==> src/rtl/fp_pkg.sv <==
// Shared operand/result types and helpers for the floating-point add/sub datapath.
// The struct typedefs describe the default single-precision field layout.
package fp_pkg;

   localparam int GRS_W     = 3;
   localparam int FP_EXP_W  = 8;
   localparam int FP_MANT_W = 23;

   typedef struct packed {
      logic                 sign;
      logic [FP_EXP_W-1:0]  exp;
      logic [FP_MANT_W-1:0] mant;
   } fp_op_t;

   typedef struct packed {
      logic                 big_sign;
      logic [FP_EXP_W-1:0]  big_exp;
      logic [FP_MANT_W:0]   big_sig;
      logic [FP_MANT_W:0]   small_sig;
      logic [GRS_W-1:0]     small_grs;
      logic                 eff_sub;
      logic                 swapped;
   } fp_pair_t;

   // Normal numbers carry an implicit leading one; denormals and zero do not.
   function automatic logic hidden_bit(input logic [31:0] exp);
      return |exp;
   endfunction

endpackage

==> src/rtl/fp_align_shift.sv <==
// Log-stage right barrel shifter with sticky collection for significand alignment.
// FP_SWAP_GRS_EN adds three guard/round/sticky bits below the significand.
module fp_align_shift
   import fp_pkg::*;
#(
   parameter int SIG_W = 24,
   parameter int SH_W  = 8
) (
   input  logic [SIG_W-1:0] i_sig,
   input  logic [SH_W-1:0]  i_sh,
   output logic [SIG_W-1:0] o_sig,
   output logic [GRS_W-1:0] o_grs
);

`ifdef FP_SWAP_GRS_EN
   localparam int XB = GRS_W;
`else
   localparam int XB = 0;
`endif
   localparam int W = SIG_W + XB;
   localparam int L = $clog2(W + 1);

   logic [L-1:0] w_amt;
   logic [W-1:0] w_stg [0:L];

   // Any shift of W or more empties the datapath, so clamp to W.
   assign w_amt    = (32'(i_sh) >= W) ? L'(W) : L'(i_sh);
   assign w_stg[0] = W'(i_sig) << XB;

   for (genvar k = 0; k < L; k++) begin : g_stg
      assign w_stg[k+1] = w_amt[k] ? (w_stg[k] >> (2**k)) : w_stg[k];
   end

`ifdef FP_SWAP_GRS_EN
   logic [L:0] w_lost;
   assign w_lost[0] = 1'b0;
   for (genvar k = 0; k < L; k++) begin : g_lost
      assign w_lost[k+1] = w_lost[k] | (w_amt[k] & (|w_stg[k][(2**k)-1:0]));
   end
   assign o_grs = {w_stg[L][2:1], w_stg[L][0] | w_lost[L]};
`else
   assign o_grs = '0;
`endif

   assign o_sig = w_stg[L][W-1 -: SIG_W];

endmodule

==> src/rtl/fp_swap_align.sv <==
// Swap-and-align stage: orders operands by magnitude, aligns the smaller significand.
// Two-stage valid/ready pipeline; guard/round/sticky output enabled by FP_SWAP_GRS_EN.
module fp_swap_align
   import fp_pkg::*;
#(
   parameter int EXP_W  = 8,
   parameter int MANT_W = 23
) (
   input  logic              clk,
   input  logic              rst,
   input  logic              in_valid,
   output logic              in_ready,
   input  logic              sign_A,
   input  logic              sign_B,
   input  logic [EXP_W-1:0]  exp_A,
   input  logic [EXP_W-1:0]  exp_B,
   input  logic [MANT_W-1:0] mant_A,
   input  logic [MANT_W-1:0] mant_B,
   input  logic              sub,
   output logic              out_valid,
   input  logic              out_ready,
   output logic              big_sign,
   output logic [EXP_W-1:0]  big_exp,
   output logic [MANT_W:0]   big_sig,
   output logic [MANT_W:0]   small_sig,
   output logic [GRS_W-1:0]  small_grs,
   output logic              eff_sub,
   output logic              swapped
);

   localparam int SIG_W = MANT_W + 1;

   typedef struct packed {
      logic             big_sign;
      logic [EXP_W-1:0] big_exp;
      logic [SIG_W-1:0] big_sig;
      logic [SIG_W-1:0] small_sig;
      logic [EXP_W-1:0] diff;
      logic             eff_sub;
      logic             swapped;
   } s1_t;

   typedef struct packed {
      logic             big_sign;
      logic [EXP_W-1:0] big_exp;
      logic [SIG_W-1:0] big_sig;
      logic [SIG_W-1:0] small_sig;
      logic [GRS_W-1:0] small_grs;
      logic             eff_sub;
      logic             swapped;
   } s2_t;

   logic             w_sB;
   logic             w_swap;
   logic [EXP_W-1:0] w_eA;
   logic [EXP_W-1:0] w_eB;
   logic [SIG_W-1:0] w_sigA;
   logic [SIG_W-1:0] w_sigB;
   s1_t              w_s1;
   s2_t              w_s2;
   logic [SIG_W-1:0] w_sh_sig;
   logic [GRS_W-1:0] w_sh_grs;
   logic             w_s1_adv;
   logic             w_s2_adv;

   logic [2:1]       r_vld;
   s1_t              r_s1;
   s2_t              r_s2;

   assign w_sB   = sign_B ^ sub;
   assign w_swap = {exp_B, mant_B} > {exp_A, mant_A};
   // Denormals share the minimum exponent with exp=1 for alignment.
   assign w_eA   = (exp_A == '0) ? EXP_W'(1) : exp_A;
   assign w_eB   = (exp_B == '0) ? EXP_W'(1) : exp_B;
   assign w_sigA = {hidden_bit(32'(exp_A)), mant_A};
   assign w_sigB = {hidden_bit(32'(exp_B)), mant_B};

   always_comb begin
      w_s1         = '0;
      w_s1.eff_sub = sign_A ^ w_sB;
      w_s1.swapped = w_swap;
      if (w_swap) begin
         w_s1.big_sign  = w_sB;
         w_s1.big_exp   = exp_B;
         w_s1.big_sig   = w_sigB;
         w_s1.small_sig = w_sigA;
         w_s1.diff      = w_eB - w_eA;
      end else begin
         w_s1.big_sign  = sign_A;
         w_s1.big_exp   = exp_A;
         w_s1.big_sig   = w_sigA;
         w_s1.small_sig = w_sigB;
         w_s1.diff      = w_eA - w_eB;
      end
   end

   fp_align_shift #(
      .SIG_W (SIG_W),
      .SH_W  (EXP_W)
   ) u_shift (
      .i_sig (r_s1.small_sig),
      .i_sh  (r_s1.diff),
      .o_sig (w_sh_sig),
      .o_grs (w_sh_grs)
   );

   always_comb begin
      w_s2           = '0;
      w_s2.big_sign  = r_s1.big_sign;
      w_s2.big_exp   = r_s1.big_exp;
      w_s2.big_sig   = r_s1.big_sig;
      w_s2.small_sig = w_sh_sig;
      w_s2.small_grs = w_sh_grs;
      w_s2.eff_sub   = r_s1.eff_sub;
      w_s2.swapped   = r_s1.swapped;
   end

   assign w_s2_adv = !r_vld[2] || out_ready;
   assign w_s1_adv = !r_vld[1] || w_s2_adv;
   // Reset empties the pipe, so the stage is ready while reset is held.
   assign in_ready = w_s1_adv || rst;

   always_ff @(posedge clk) begin
      if (rst) begin
         r_vld <= '0;
         r_s1  <= '0;
         r_s2  <= '0;
      end else begin
         if (w_s1_adv) begin
            r_vld[1] <= in_valid;
            if (in_valid) r_s1 <= w_s1;
         end
         if (w_s2_adv) begin
            r_vld[2] <= r_vld[1];
            if (r_vld[1]) r_s2 <= w_s2;
         end
      end
   end

   assign out_valid = r_vld[2];
   assign big_sign  = r_s2.big_sign;
   assign big_exp   = r_s2.big_exp;
   assign big_sig   = r_s2.big_sig;
   assign small_sig = r_s2.small_sig;
   assign small_grs = r_s2.small_grs;
   assign eff_sub   = r_s2.eff_sub;
   assign swapped   = r_s2.swapped;

endmodule

==> config.mk <==
export PLATFORM = sky130hd
export DESIGN_NAME = fp_swap_align
export DESIGN_NICKNAME = d
export VERILOG_FILES = /design/src/rtl/fp_pkg.sv /design/src/rtl/fp_align_shift.sv /design/src/rtl/fp_swap_align.sv
export SDC_FILE = /design/constraint.sdc
export NUM_CORES = 1
export LEC_CHECK = 0
export CAP_MARGIN = 40
export CORE_AREA = 2 2 162 132
export CTS_CLUSTER_SIZE = 25
export DETAILED_ROUTE_END_ITERATION = 10
export DIE_AREA = 0 0 164 134
export SYNTH_ARGS = -nofsm -noshare
export SYNTH_HDL_FRONTEND = slang
export SYNTH_SLANG_ARGS = --single-unit
==> constraint.sdc <==
create_clock -name clk -period 3.5 [get_ports clk]
set_clock_uncertainty 0.1 [all_clocks]
set_input_delay 0.875 -clock clk [delete_from_list [all_inputs] [get_ports clk]]
set_output_delay 0.875 -clock clk [all_outputs]
set_load 0.005 [all_outputs]
==> impl_metrics.xml <==
<?xml version="1.0" encoding="UTF-8"?>
<metrics>
  <group name="run_status">
    <metric name="outcome" unit="">complete, no violations</metric>
  </group>
  <group name="critical_path">
    <metric name="worst_ep_arrival" unit="ps">3610</metric>
    <metric name="worst_path_largest_cell_delay" unit="ps">500</metric>
    <metric name="start_kind" unit="">input port</metric>
    <metric name="timing_worst_setup_path_type" unit="">input port to flop</metric>
    <metric name="timing.critical_path.required" unit="ps">3690</metric>
    <metric name="crit_chain" unit="">clkdlybuf4s50_1, inv_1, ha_1, a21oi_1, o21ai_0, a221oi_2, a21oi_2, o22ai_4, buf_12, mux2i_2, mux2i_1, a21oi_1</metric>
    <metric name="worst_path_most_repeated_cell" unit="">a21oi_1</metric>
    <metric name="timing.reg2reg.setup_slack" unit="ps">530</metric>
    <metric name="end_kind" unit="">flop</metric>
    <metric name="timing.critical_path.fanout_max" unit="">10</metric>
    <metric name="slowest_stage" unit="">clkdlybuf4s50_1</metric>
  </group>
  <group name="finish">
    <metric name="most-common-layout-cells" unit="">dfxtp_1 (128), nand2_1 (125), clkdlybuf4s50_1 (124)</metric>
    <metric name="diodes" unit="">0</metric>
    <metric name="synthToLayoutAreaGrowth" unit="%">39.8</metric>
    <metric name="final_common_cell" unit="">dfxtp_1</metric>
    <metric name="filler_cell_count" unit="">1943</metric>
    <metric name="finalNetCount" unit="">1241</metric>
    <metric name="fraction_of_final_layout_cells_with_drive_strength_greater_than_1" unit="%">15.6</metric>
  </group>
  <group name="flow_run">
    <metric name="max-cap-violations" unit="">0</metric>
  </group>
  <group name="power">
    <metric name="power_switching_share" unit="%">29.6</metric>
    <metric name="power.net_switching" unit="W">0.00136</metric>
    <metric name="p_per_area" unit="nW/um^2">444</metric>
    <metric name="worst_ir_drop_vdd" unit="V">0.000260</metric>
    <metric name="power.share.sequential" unit="%">35.3</metric>
    <metric name="power.share.clock" unit="%">39.9</metric>
    <metric name="total_leakage_power" unit="nW">4.52</metric>
    <metric name="totalPowerFinal" unit="W">0.00460</metric>
    <metric name="cell_internal_pwr" unit="W">0.00324</metric>
    <metric name="power.share.combinational" unit="%">24.7</metric>
  </group>
  <group name="route">
    <metric name="route.detailed.wl_per_inst" unit="um">14.8</metric>
    <metric name="detailroute.via_count" unit="">6981</metric>
    <metric name="first_iter_violations" unit="">337</metric>
    <metric name="final_antenna_net_count" unit="">0</metric>
    <metric name="remaining_drc_errors" unit="">0</metric>
    <metric name="route.detailed.vias_per_inst" unit="">4.96</metric>
    <metric name="drt_pre_antenna_iters" unit="">5</metric>
    <metric name="wl" unit="um">20800</metric>
  </group>
  <group name="die">
    <metric name="initial_core_util" unit="%">36.3</metric>
    <metric name="rows" unit="">47</metric>
    <metric name="die_width" unit="um">164</metric>
    <metric name="area_of_the_core" unit="um^2">20400</metric>
    <metric name="die_y" unit="um">134</metric>
    <metric name="die_area" unit="um^2">22000</metric>
    <metric name="ioPinCount" unit="">133</metric>
  </group>
  <group name="sta">
    <metric name="max_freq" unit="MHz">293</metric>
    <metric name="timing_worst_slew_pin_value" unit="ps">815</metric>
    <metric name="finalSetupViolCount" unit="">0</metric>
    <metric name="worst_slack" unit="ps">85.6</metric>
    <metric name="slew-limit-headroom" unit="%">45.7</metric>
    <metric name="hold_viol_final" unit="">0</metric>
    <metric name="finalCritPeriodShare" unit="%">97.6</metric>
    <metric name="report.final.slew_viol_count" unit="">0</metric>
    <metric name="timing.final.crit_period" unit="ps">3410</metric>
  </group>
  <group name="yosys">
    <metric name="postSynth.asyncResetShare" unit="%">0</metric>
    <metric name="netlist_instances" unit="">939</metric>
    <metric name="synth.cell_area" unit="um^2">7410</metric>
    <metric name="syn_area_per_cell" unit="um^2">7.89</metric>
    <metric name="yosysTopAreaCell" unit="">dfxtp_1</metric>
    <metric name="post_synth_main_area_contributors" unit="">dfxtp_1 (35%), mux2i_1 (11%), ha_1 (7.6%), a21oi_1 (7.4%), nand2_1 (6.3%)</metric>
    <metric name="yosys.cell_types.count" unit="">50</metric>
    <metric name="synth_edf_count" unit="">0</metric>
    <metric name="synth_seq_area_share" unit="%">34.6</metric>
    <metric name="yosys.area.top_type_share" unit="%">34.6</metric>
    <metric name="synth.ff_latch_count" unit="">128</metric>
    <metric name="ys.flop_type" unit="">dfxtp_1</metric>
    <metric name="ys_warn_count" unit="">0</metric>
  </group>
  <group name="clock_network">
    <metric name="tritoncts" unit="">yes</metric>
    <metric name="cts_root_buf" unit="">clkbuf_16</metric>
    <metric name="htree_num_levels" unit="">4</metric>
    <metric name="number_of_buffers_created_by_cts" unit="">17</metric>
    <metric name="numClockSinks" unit="">128</metric>
    <metric name="clock_path_buffers" unit="">2</metric>
    <metric name="hold_buf_count_cts" unit="">0</metric>
    <metric name="worstSkewPairLatency" unit="ps">430</metric>
    <metric name="cts.clk_slew.worst_paths" unit="ps">60</metric>
  </group>
  <group name="placed_design">
    <metric name="placement.setup.worst_slack" unit="ps">-506</metric>
    <metric name="portBuffers" unit="">129</metric>
    <metric name="dp_hpwl" unit="um">15600</metric>
    <metric name="finalWeightedCongestion" unit="">0.865</metric>
  </group>
  <group name="grt">
    <metric name="global_route_wire_length_before_repair" unit="um">33800</metric>
    <metric name="total_track_usage" unit="%">19.2</metric>
    <metric name="grt_remaining_overflow" unit="">0</metric>
    <metric name="grt_start_max_net_pins" unit="">76</metric>
    <metric name="antenna_found_initial" unit="">0</metric>
    <metric name="first_global_vias" unit="">6610</metric>
  </group>
  <group name="worst_hold_path">
    <metric name="min_path_type" unit="">flop to flop</metric>
  </group>
</metrics>
-- state kept, by name, indices dropped and copies added, names as in the netlist --
signal and count:
big_sig 24, r_vld 2, big_sign 1, swapped 1, small_sig 24, eff_sub 1, big_exp 8, r_s1 67
-- per-stage QoR --
stage	utilization [%]	setup TNS [ps]	hold slack (ps)	instance area, um^2	std cells
CTS	50.1	0	351	10200	1405
detailed placement	47.1	-22610	342	9600	1372
global route	50.7	-35.5	374	10400	1407
finish	50.7	0	348	10400	1407
global placement	47.1	-18840	341	9600	1372
floorplan	-	0	332	7410	941
-- routing by layer --
layer	track usage [%]	share of wire, %	vias up
li1	-	-	3629
met1	28.1	51	3186
met2	28.3	43	149
met3	4.85	5.4	17
met4	4.09	0.85	0
met5	0	0	-
-- layout make-up --
cell class | instances | area, um^2 | area share (%)
inverters | 53 | 199 | 1.92
repair buffers | 243 | 2240 | 21.6
clock inverters | 13 | 164 | 1.58
clock buffers | 19 | 443 | 4.28
flip-flops and latches | 128 | 2560 | 24.8
multi-input cells | 682 | 4410 | 42.6
well taps | 269 | 337 | 3.25
-- what timing repair did --
action	in CTS	in global routing
resized for setup	4	25
setup buffers	1	1
setup endpoints to repair	3	39
pin swaps	2	13
gates cloned	0	1
-- power groups by stage --
stage / clock [W] / combinational [W] / sequential [W]
4_1_cts: 0.00187 / 0.00111 / 0.00163
3_5_place_dp: 0 / 0.00110 / 0.00166
3_3_place_gp: 0 / 0.00110 / 0.00166
6_report: 0.00184 / 0.00114 / 0.00162
5_1_grt: 0.00193 / 0.00126 / 0.00164
2_1_floorplan: 0 / 0.000684 / 0.00163
-- path summary, 6_finish.rpt --
check / startpoint / to / cells after the start
max: mant_A[8] / r_s1[7]$_SDFFE_PP0P_ / 12
max reg2reg: r_s1[6]$_SDFFE_PP0P_ / small_sig[6]$_SDFFE_PP0P_ / 9
min reg2reg: small_sig[15]$_SDFFE_PP0P_ / small_sig[15]$_SDFFE_PP0P_ / 2
min: small_sig[15]$_SDFFE_PP0P_ / small_sig[15]$_SDFFE_PP0P_ / 2
-- cells by family after synthesis --
group | count (synthesis) | synth area share (%)
AND/OR/NAND/NOR | 296 | 16.3
AO/OA/AOI/OAI | 239 | 20.3
buffers and inverters | 131 | 7.53
flip-flops | 128 | 34.6
multiplexers | 90 | 12.3
adder cells (fa/ha/maj) | 47 | 8.14
XOR/XNOR | 7 | 0.828
other | 1 | 0.0506
-- cell usage after synthesis, drive strengths merged, types with 8 or more instances --
cell type and number:
nand2 125, nor2 124, clkbuf 56, buf 22, mux2i 86, dfxtp 128, a21o 8, a211oi 62
nand3 18, inv 53, a21oi 109, ha 45, o21ai 26
-- worst max-delay path: cells and delay by family --
| kind | cells | cell delay (ps) |
|---|---|---|
| buf+inv | 3 | 760 |
| mux | 2 | 480 |
| compound gates | 6 | 1180 |
| fa+ha+maj | 1 | 300 |
Note: power is estimated with default switching activity, not from simulation.
==> edit 1: new RTL, config.mk and constraints unchanged <==
Change the parameter `EXP_W` from 8 to 7.
--- a/src/rtl/fp_swap_align.sv
+++ b/src/rtl/fp_swap_align.sv
@@ -4,5 +4,5 @@
    import fp_pkg::*;
 #(
-   parameter int EXP_W  = 8,
+   parameter int EXP_W  = 7,
    parameter int MANT_W = 23
 ) (
Ports: changed (resized big_exp, exp_A and exp_B); port bits go from 133 to 130. No check against the original RTL was run, so the function may have changed too.
==> edit 1 against the original RTL <==
Design area fell by 0.86%; wire length rose by 11%; worst setup slack improved by 0.019 ns; total power rose by 1.5%; largest power group unchanged; area after synthesis barely moved; core utilization fell by 0.44 points; sequential cell count fell by 3; register-to-register slack improved by 0.04 ns.
==> edit 1: results (changes against the original RTL) <==
[grt]
track_usage_pct = 21.00  ; +1.8 points
grt_max_degree = 83  ; +9.2%
grt_pass1_wl_mm = 36.23  ; +7.1%

[worst_setup_path]
crit_fanout = 9  ; -1
cpLargestDelayFamily = simple AND/OR/NAND/NOR gates

[cells_and_area]
drive_gt1_share_pct = 17.86  ; +2.3 points
area_growth_pct = 38.69
largest_reg_flops = 65  ; -3.0%
final_nets = 1213  ; -2.3%
fin_cells = 1383  ; -1.7%

[power]
p_int_uw = 3323  ; +2.7%
max-vdd-ir-drop_v = 0.0002503  ; -3.9%
leakagePower_uw = 0.004248  ; -5.9%

[placed_design]
hpwl_mm = 17.32  ; +11%
gp_congestion = 0.8998  ; +4.0%
post_dp_cell_area_um2 = 9553  ; -0.51%

[timing]
worst_pin_slew_ns = 0.7507  ; -0.06387 ns

[synth]
synthDistinctLibCells = 67  ; +34%
synthTopCellsByArea = dfxtp_1 (34%), nand2_1 (8.8%), ha_1 (7.1%)
ys_seq_area_share_pct = 33.82  ; -0.78 points
avgSynthCellArea_um2 = 8.017  ; +1.6%
synthTopCellsByCount = nand2_1 (173), dfxtp_1 (125), a21oi_1 (90)
synth-compound-area-share_pct = 21.00  ; +0.71 points

[route]
first_pass_iters = 6  ; +1
wl_met2_mm = 9.860  ; +11%
wl_mm = 23.12  ; +11%

[outcome]
status = finished clean

## edit 1: cell types whose count changed after synthesis, moves of 5 or more
| cell | before | now |
|---|---|---|
| a211oi_1 | 62 | 27 |
| a21o_1 | 8 | 2 |
| a21oi_1 | 109 | 90 |
| a311oi_1 | 0 | 32 |
| buf_2 | 10 | 15 |
| mux2i_1 | 85 | 13 |
| mux4_2 | 0 | 21 |
| nand2_1 | 125 | 173 |
| nand3_1 | 18 | 23 |
| nor2_1 | 124 | 79 |
| nor3_1 | 4 | 33 |
| or3_1 | 1 | 6 |
| xor2_1 | 5 | 0 |
## edit 1: timing repair
action,4_1_cts,5_1_grt
endpoints found under the setup margin,1,28
resized for setup,2,23
buffers inserted,0,0
pin swaps,0,10
## edit 1: cells by family after synthesis
kind of cell,count (synthesis)
and+or+nand+nor,349
adders and majority gates,44
buffers and inverters,134
muxes,36
other,1
xor gates and xnor gates,3
DFF,125
AOI/OAI and AO/OA,231
## edit 1: path summary, 6_finish.rpt
check              from  depth (start not counted)  slack (ns)      endpoint
max          mant_A[21]                         11        0.10       r_s1[5]
min            r_s1[40]                          2        0.35    big_sig[7]
max reg2reg     r_s1[6]                          8        0.57  small_sig[3]
min reg2reg    r_s1[40]                          2        0.35    big_sig[7]
## edit 1: layout make-up
| cell class | count | share of cell area, % |
|---|---|---|
| Timing Repair Buffer | 239 | 21.31 |
| Clock inverter | 11 | 1.853 |
| Tap cell | 269 | 3.280 |
| Inverter | 53 | 1.939 |
| Sequential cell | 125 | 24.38 |
| Clock buffer | 20 | 4.353 |
| Multi-Input combinational cell | 666 | 42.88 |
## edit 1: power by group through the flow
stage               combinational (µW)  sequential, µW  clock (µW)
floorplan                          679            1610           0
global placement                  1080            1640           0
detailed placement                1090            1640           0
CTS                               1100            1610        1960
global route                      1220            1620        2030
finish                            1120            1610        1930
==> edit 2: new RTL, same flow settings <==
Made on the original files. Reset style: asynchronous (`rst`), changed in one clocked block.
--- a/src/rtl/fp_swap_align.sv
+++ b/src/rtl/fp_swap_align.sv
@@ -121,5 +121,5 @@
    assign in_ready = w_s1_adv || rst;
 
-   always_ff @(posedge clk) begin
+   always_ff @(posedge clk or posedge rst) begin
       if (rst) begin
          r_vld <= '0;
Formal check against the unedited RTL: differs if rst is asserted again (counterexample within 4 cycles, from zero or initial values and one cycle with rst high); with rst held inactive, the same outputs for 4 cycles.
==> edit 2 against the original RTL <==
Sequential cell count unchanged; wire length up 4.3%; design area up 6.5%; area after synthesis up 6.6%; worst setup slack worse by 0.068 ns; total power up 22%; register-to-register slack better by 0.12 ns; core utilization up 3.3 points.
==> edit 2: results (changes against the original RTL) <==
[outcome]
status = finished clean

[placed_design]
gp_congestion = 0.8313  ; -3.9%
dp.cells = 1372  ; unchanged
preCtsSetupSlack_ns = -1.014  ; -0.5073 ns
hpwl_mm = 15.70  ; +0.57%

[worst_setup_path]
crit_fanout = 5  ; -5
cp.arrival_ns = 3.74  ; +0.13 ns

[synth]
avgSynthCellArea_um2 = 8.408  ; +6.6%
synthTopCellsByCount = nand2_1 (250), dfrtp_1 (128), o21ai_0 (95)
synthTopCellsByArea = dfrtp_1 (41%), nand2_1 (12%), mux2i_1 (9.0%)
async_reset_ff_share_pct = 100.0  ; +100 points
ys_seq_area_share_pct = 40.57  ; +6.0 points
synthDistinctLibCells = 54  ; +8.0%

[power]
p_per_area_nw_per_um2 = 510.2  ; +15%
leakagePower_uw = 0.005485  ; +21%
max-vdd-ir-drop_v = 0.0003153  ; +21%

[grt]
grt_pass1_wl_mm = 34.96  ; +3.4%
first_global_vias = 6867  ; +3.9%
grt_max_degree = 129  ; +70%
track_usage_pct = 20.13  ; +0.93 points

[route]
avgRoutedWirePerCell_um = 15.42  ; +4.1%
viasPerCell = 5.009  ; +0.96%
dr.first_iter.drc_count = 459  ; +36%
wl_mm = 21.73  ; +4.3%

[floorplan]
num_rows = 47  ; unchanged

[clocking]
clk_latency_ns = 0.43  ; about the same
root_buffer = clkbuf_16
clkSlewWorstSetupHoldPaths_ns = 0.06  ; about the same

[cells_and_area]
drive_gt1_share_pct = 17.37  ; +1.8 points
final_nets = 1244  ; +0.24%
fill_cells = 1884  ; -3.0%

[timing]
worst_pin_slew_ns = 0.7065  ; -0.1081 ns

-- edit 2: cell type report --
cell class                 instances  area share, %
sequential                       128          29.07
tap                              269          3.054
clock buffer                      20          4.144
clock inverter                    11          1.192
timing repair buffer             235          20.11
multi-input combinational        695          40.66
inverter                          51          1.771
-- edit 2: path summary, 6_finish.rpt --
| kind | cells past startpoint | slack, ns | startpoint | end |
|---|---|---|---|---|
| max in group asynchronous | 3 | 1.72 | rst | big_exp[1] |
| worst max-delay path | 13 | 0.02 | mant_A[21] | r_s1[9] |
| worst min-delay path | 2 | 0.36 | r_s1[46] | big_sig[12] |
| min in group asynchronous | 3 | 1.02 | rst | big_sig[17] |
| worst min register to register | 2 | 0.36 | r_s1[46] | big_sig[12] |
| worst max register to register | 9 | 0.65 | r_s1[6] | small_sig[1] |
-- edit 2: layer usage --
metal / track usage (%) / wire length (µm)
met1: 28.88 / 10780
met3: 3.432 / 720
met2: 31.56 / 9974
met4: 5.312 / 250
met5: 0 / 0
-- edit 2: timing repair --
item,in CTS,in global routing
endpoints found under the hold margin,0,0
setup buffers,1,4
pin swaps,6,17
cloned,1,0
endpoints found under the setup margin,65,62
resized for setup,17,62
hold buffers,0,0
-- edit 2: logic make-up (layout without fill, tap and decap cells) --
kind of cell	Yosys count	in the layout	share of synthesized area, %
buf+inv	118	317	6.719
other cells	1	3	0.04750
simple gates	356	356	18.57
mux	78	78	10.62
xor+xnor	8	8	0.8874
compound gates	203	203	14.94
fa+ha+maj	47	47	7.639
flops	128	128	40.57
-- edit 2: where the power goes --
part           switching [µW]  internal, µW  total [µW]
sequential                239          1760        2000
clock                     705          1090        1790
combinational             921           907        1830
total                    1860          3760        5620
-- edit 2: worst min-delay path, cell delays in order (launching register included) --
cell     delay (ns)
dfrtp_1        0.34
nand2_1        0.05
nand2_1        0.05
-- edit 2: metrics by stage --
step | hold WS [ns] | TNS [ns] | area, µm²
after floorplan | 0.3386 | -0.4737 | 7906
after global placement | 0.3465 | -58.87 | 10020
after detailed placement | 0.3509 | -58.93 | 10020
after CTS | 0.3639 | 0 | 10700
after global routing | 0.3714 | -0.05284 | 11020
final | 0.3625 | 0 | 11020
